### src/rtl/blood_pkg.sv
// Shared constants and types for the two-player health tracker.
package blood_pkg;
    localparam int unsigned HP_W = 8;
    localparam logic [HP_W-1:0] INIT_HP = 8'd100;

    typedef logic [HP_W-1:0] hp_t;
endpackage

### src/rtl/blood_lane.sv
// One player's health register with saturating damage subtraction.
module blood_lane
    import blood_pkg::*;
(
    input  logic clk,
    input  logic reset,
    input  logic en,
    input  hp_t  dec,
    output hp_t  hp,
    output logic zero_next
);

    hp_t r_hp;
    hp_t w_next;

    // Damage at or above current health clamps to zero instead of wrapping.
    always_comb begin
        w_next = '0;
        if (dec < r_hp) begin
            w_next = r_hp - dec;
        end
    end

    always_ff @(posedge clk) begin
        if (!reset) begin
            r_hp <= INIT_HP;
        end else if (en) begin
            r_hp <= w_next;
        end
    end

    assign hp        = r_hp;
    assign zero_next = (w_next == '0);

endmodule

### src/rtl/blood_counter.sv
// Two-player health tracker: one damage update per rising edge of fresh, sticky game-over.
module blood_counter
    import blood_pkg::*;
(
    input  logic              clk,
    input  logic              reset,
    input  logic              keep,
    input  logic              fresh,
    input  logic [2*HP_W-1:0] blood_dec,
    output logic [2*HP_W-1:0] blood,
    output logic              over
);

    logic r_fresh_q;
    logic r_over;
    logic w_upd;
    logic w_en;
    hp_t  w_hp1;
    hp_t  w_hp2;
    logic w_zero1;
    logic w_zero2;

    assign w_upd = fresh & ~r_fresh_q;
    assign w_en  = w_upd & ~keep & ~r_over;

    always_ff @(posedge clk) begin
        if (!reset) begin
            r_fresh_q <= 1'b0;
            r_over    <= 1'b0;
        end else begin
            r_fresh_q <= fresh;
            // zero_next reflects the post-update value, so over rises on the same edge.
            if (w_en && (w_zero1 || w_zero2)) begin
                r_over <= 1'b1;
            end
        end
    end

    blood_lane u_lane_p1 (
        .clk       (clk),
        .reset     (reset),
        .en        (w_en),
        .dec       (blood_dec[2*HP_W-1:HP_W]),
        .hp        (w_hp1),
        .zero_next (w_zero1)
    );

    blood_lane u_lane_p2 (
        .clk       (clk),
        .reset     (reset),
        .en        (w_en),
        .dec       (blood_dec[HP_W-1:0]),
        .hp        (w_hp2),
        .zero_next (w_zero2)
    );

    assign blood = {w_hp1, w_hp2};
    assign over  = r_over;

endmodule

### config.mk
export PLATFORM = sky130hd
export DESIGN_NAME = blood_counter
export DESIGN_NICKNAME = d
export VERILOG_FILES = /design/src/rtl/blood_pkg.sv /design/src/rtl/blood_lane.sv /design/src/rtl/blood_counter.sv
export SDC_FILE = /design/constraint.sdc
export NUM_CORES = 1
export LEC_CHECK = 0
export ABC_AREA = 1
export CAP_MARGIN = 5
export CORE_MARGIN = 2
export CORE_UTILIZATION = 35
export DETAILED_ROUTE_END_ITERATION = 10
export MAX_ROUTING_LAYER = met4
export PLACE_DENSITY = 0.63
export SLEW_MARGIN = 20
export SYNTH_ARGS = -nofsm -noshare
export SYNTH_HDL_FRONTEND = slang
export SYNTH_SLANG_ARGS = --single-unit
export TNS_END_PERCENT = 100
### constraint.sdc
create_clock -name clk -period 1.9 [get_ports clk]
set_input_delay 0.38 -clock clk [delete_from_list [all_inputs] [get_ports clk]]
set_output_delay 0.38 -clock clk [all_outputs]
set_load 0.005 [all_outputs]
# After elaboration in Yosys (flattened, before gate mapping)
# Index checks and enable logic that the tools add are counted.
[totals]
regBits = 18
inputBits = 20
wordCells = 20
out_inout_bits = 17
[op_classes]
add_sub_neg = 2
muxes = 2
bitwise_logic = 6
magnitude_cmp = 2
reduce_logical = 4
[op_table]
columns = ["cell", "count"]
rows = [
  ["8-bit logical NOT", 2],
  ["8-bit < comparator", 2],
  ["8-bit two-way mux", 2],
  ["8-bit subtractor", 2],
  ["1-bit AND", 3],
  ["1-bit inverter", 3],
  ["1-bit logical AND", 1],
  ["1-bit logical OR", 1],
]

# Longest topological paths before layout
[logic_depth]
word_depth = 5
depth_mapped = 16
depth_no_buf = 16

# Modules after synthesis
# Synthesis repeated with hierarchy kept, for this count alone.
[unflattened]
hier_cells = 269
area_unflattened_um2 = 1719.1
[modules_own_cells]
columns = ["mod", "area_each_um2", "cells_per_inst", "n_inst"]
rows = [
  ["blood_lane", 809.5, 127, 2],
  ["blood_counter", 100.1, 15, 1],
]

# Least setup slack after synthesis
# No wires, ideal clock.
[synth_path]
kind = "input port to flip-flop"
start = "in blood_dec[0]"
end = "reg r_over (netlist: over)"
arrival_ns = 1.775
stages = 14
path_slack_ns = 0.059
required_time_ns = 1.834
setup_ns = 0.066
cell_sequence = "ha_1 -> inv_1 -> fa_1 -> nand2_1 -> nand3_1 -> nand3_2 -> nand2_4 -> nand2_2 -> nor2_2 -> nor2_1 -> nand3_1 -> nand2_1 -> nand2_1 -> a21oi_2"
[synth_between]
elab_chain_cells = 5
word_cells_on_any_way = 6
cone_classes = "add/sub (1); order compare (1); mux (1); reduce/logical (3)"
[synth_rtl]
columns = ["item", "line", "rtl"]
rows = [
  ["from (decl)", "blood_counter.sv:9", "input logic [2*HP_W-1:0] blood_dec,"],
  ["8-bit subtractor / 8-bit < comparator (equally long branches)", "blood_lane.sv:20, blood_lane.sv:19", ""],
  ["8-bit two-way mux *", "blood_lane.sv:19", "if (dec < r_hp) begin"],
  ["8-bit logical NOT *", "blood_lane.sv:33", "assign zero_next = (w_next == '0);"],
  ["1-bit logical OR *", "blood_counter.sv:33", "if (w_en && (w_zero1 || w_zero2)) begin"],
  ["1-bit logical AND *", "blood_counter.sv:33", ""],
  ["to (signal assigned)", "blood_counter.sv:29", "r_over <= 1'b0;"],
  ["to (signal assigned)", "blood_counter.sv:34", "r_over <= 1'b1;"],
  ["to (decl)", "blood_counter.sv:15", "logic r_over;"],
]
# Every way passes the cells marked *; elsewhere a longest branch is shown, timed or not.
# A chain may end at the register's enable or synchronous reset.

# Final worst setup path
# Ends and elaborated chain as after synthesis.

==> impl_metrics.tcl <==
set metrics [dict create \
    grt_pass1_wl_mm 7.90 \
    swShare_pct 37.6 \
    cts_tree "built" \
    syn-num-nets 312 \
    p_leak_nw 1.48 \
    tightest_slew_ns 0.327 \
    yosys_warnings 0 \
    antenna_found_initial 0 \
    clock_latency_ns 0.25 \
    async_flop_share_pct 0 \
    root_buffer "clkbuf_8" \
    vias 1943 \
    die_h_um 73.9 \
    htree_num_levels 1 \
    die_x_um 73.9 \
    grtUsageTotal_pct 18.5 \
    clk_pin_slew_ns 0.07 \
    rsz0062_at_grt "true" \
    report.final.setup_viol 1 \
    row_count 25 \
    drtPass1Iterations 4 \
    critPathCaptureType "register" \
    worstSetupPathType "input pin to register" \
    synth_compound_area_share_pct 10.8 \
    clock_path_buffers 2 \
    remaining_drc_errors 0 \
    hold_viol 0 \
    ant_nets 0 \
    diodes 0 \
    violations "setup timing" \
    final_common_cell "nand2_1" \
    cp-start-kind "input pin" \
    start_util_pct 36.2 \
    nets 395 \
    cts.sinks 18 \
    met2_usage_pct 34.3 \
    tns_ns -0.00930 \
    final.setup.worst_slack_ns -0.00930 \
    cp.required_ns 2.09 \
    combinationalPowerShare_pct 56.9 \
    synthXorXnorAreaFrac_pct 1.54 \
    synth_edf_count 0 \
    grt_start_max_net_pins 15 \
    grt.met1_usage_pct 20.7 \
    dp_cells 410 \
    totalWireLength_mm 4.83 \
    numCtsBuffers 3 \
    min_period_ns 1.91 \
    synthCells 274 \
    coreArea_um2 4720 \
    maxSlewViolCount 0 \
    busiest_layer "met2" \
    max_freq_ghz 0.524 \
    finalNonFillerCells 423 \
    ys.flop_type "dfxtp_1" \
    grtUsageMet3_pct 0.823 \
    yosysUniqueCellTypes 30 \
    avgSynthCellArea_um2 6.24 \
    skew_ns 0.00225 \
    ioPinCount 37 \
    drt_iter0_markers 40 \
    maxSlewHeadroom_pct 78.1 \
    design.die.area_um2 5460 \
    fin_hold_ws_ns 0.492 \
    drv_cap 0 \
    p_sw_w 0.000660 \
    nFillCells 410 \
    p_int_w 0.00109 \
    p_seq_share_pct 25.4 \
    synth_mux_area_share_pct 0 \
    pre_cts_slack_ns -0.591 \
    yosys.area_share.simple_pct 38.0 \
    clkPwrFrac_pct 17.6 \
    status "finished, violations left" \
    fin_util_pct 63.9 \
    dp.final_hpwl_mm 3.41 \
    routed_via_density 4.59 \
    drive_above_1_share_pct 42.7 \
    globalplace.congestion 0.919 \
    yosys.area_share.adder_pct 14.0 \
    yosys_register_bits 18 \
    power_density_nw_per_um2 582 \
    crit_arrival_ns 2.10 \
    wl_per_cell_um 11.4 \
    syn-cell-area_um2 1710 \
    synth_top_family_by_area "simple AND/OR/NAND/NOR gates" \
    finalCritPeriodShare_pct 100 \
    min_path_type "register to register" \
    portBuffers 36 \
    yosysSeqAreaShare_pct 21.1 \
    grt_pass1_vias 1937 \
    syn2layout_area_growth_pct 76.4 \
    gr-total-overflow 0 \
    ir_drop_v 0.000254 \
    cp_max_fo 5 \
    layout_common_cells "nand2_1 (56), buf_4 (46), inv_1 (34), inv_2 (21), clkdlybuf4s50_1 (20)" \
]
## final timing paths
check,startpoint,endpoint,slack [ns],cells past startpoint
worst max-delay path,blood_dec[0],over,-0.009,15
worst min-delay path,over,over,0.49,2
worst max register to register,u_lane_p2.hp[0],over,-0.009,15
worst min register to register,over,over,0.49,2
## per-layer routing
| metal | wire, µm | share of wire [%] | vias to the layer above |
|---|---|---|---|
| li1 | - | - | 1022 |
| met1 | 2050 | 42 | 876 |
| met2 | 2550 | 53 | 33 |
| met3 | 111 | 2.3 | 12 |
| met4 | 116 | 2.4 | 0 |
| met5 | 0 | 0 | - |
## area by class of cell
class / instances / area, µm² / area share (%)
well taps: 67 / 83.8 / 2.78
flip-flops and latches: 18 / 362 / 12.0
inverters: 58 / 223 / 7.38
repair buffers: 83 / 728 / 24.1
multi-input cells: 193 / 1570 / 51.9
clock buffers: 4 / 55.1 / 1.82
## stage by stage
step / cell area (µm²) / total power, W
2_1_floorplan: 1710 / 0.000864
3_3_place_gp: 2410 / 0.00117
3_5_place_dp: 2410 / 0.00117
4_1_cts: 2820 / 0.00165
5_1_grt: 3020 / 0.00188
6_report: 3020 / 0.00176
## sequential cells by signal, indices dropped and copies added, names as in the netlist
signal	count
u_lane_p1.hp	8
u_lane_p2.hp	8
r_fresh_q	1
over	1
## cell families after synthesis
kind of cell | after synthesis
flip-flops | 18
AO/OA/AOI/OAI | 34
adder cells (fa/ha/maj) | 18
AND/OR/NAND/NOR | 138
XOR/XNOR | 3
buffers and inverters | 63
## power groups by stage
stage	Sequential [W]	Combinational (W)	Clock, W
floorplan	0.000440	0.000424	0
global placement	0.000442	0.000724	0
detailed placement	0.000441	0.000732	0
CTS	0.000444	0.000889	0.000318
global route	0.000451	0.00110	0.000328
finish	0.000446	0.000999	0.000310
## worst max-delay path, stage by stage
cell,delay (ns)
clkdlybuf4s15_1,0.23
ha_4,0.15
inv_2,0.04
fa_2,0.35
nand2_2,0.09
nand3_4,0.07
nand3_2,0.10
nand2_4,0.08
nand3b_1,0.12
nand2_1,0.06
nor2_1,0.12
nand3_1,0.10
nand2_1,0.06
nand2_1,0.06
a21oi_2,0.11
## repair_timing
| item | CTS | global route |
|---|---|---|
| endpoints found under the hold margin | 0 | 0 |
| setup buffers | 6 | 3 |
| pin swaps | 36 | 36 |
| hold buffers | 0 | 0 |
| endpoints found under the setup margin | 15 | 10 |
| gates resized for setup | 74 | 50 |
## cell usage after synthesis, drive strengths merged (2+ instances only)
| library cell | instances | area, µm² |
|---|---|---|
| fa | 2 | 40.0 |
| inv | 56 | 210 |
| nand3b | 2 | 15.0 |
| nand4 | 4 | 46.3 |
| a21oi | 23 | 126 |
| xor2 | 3 | 26.3 |
| dfxtp | 18 | 360 |
| nand2 | 83 | 337 |
| nand3 | 27 | 145 |
| clkinv | 2 | 7.51 |
| ha | 16 | 200 |
| nor2 | 20 | 92.6 |
| o21ai | 10 | 50.1 |
| buf | 4 | 27.5 |
Note: power is estimated with default switching activity, not from simulation.
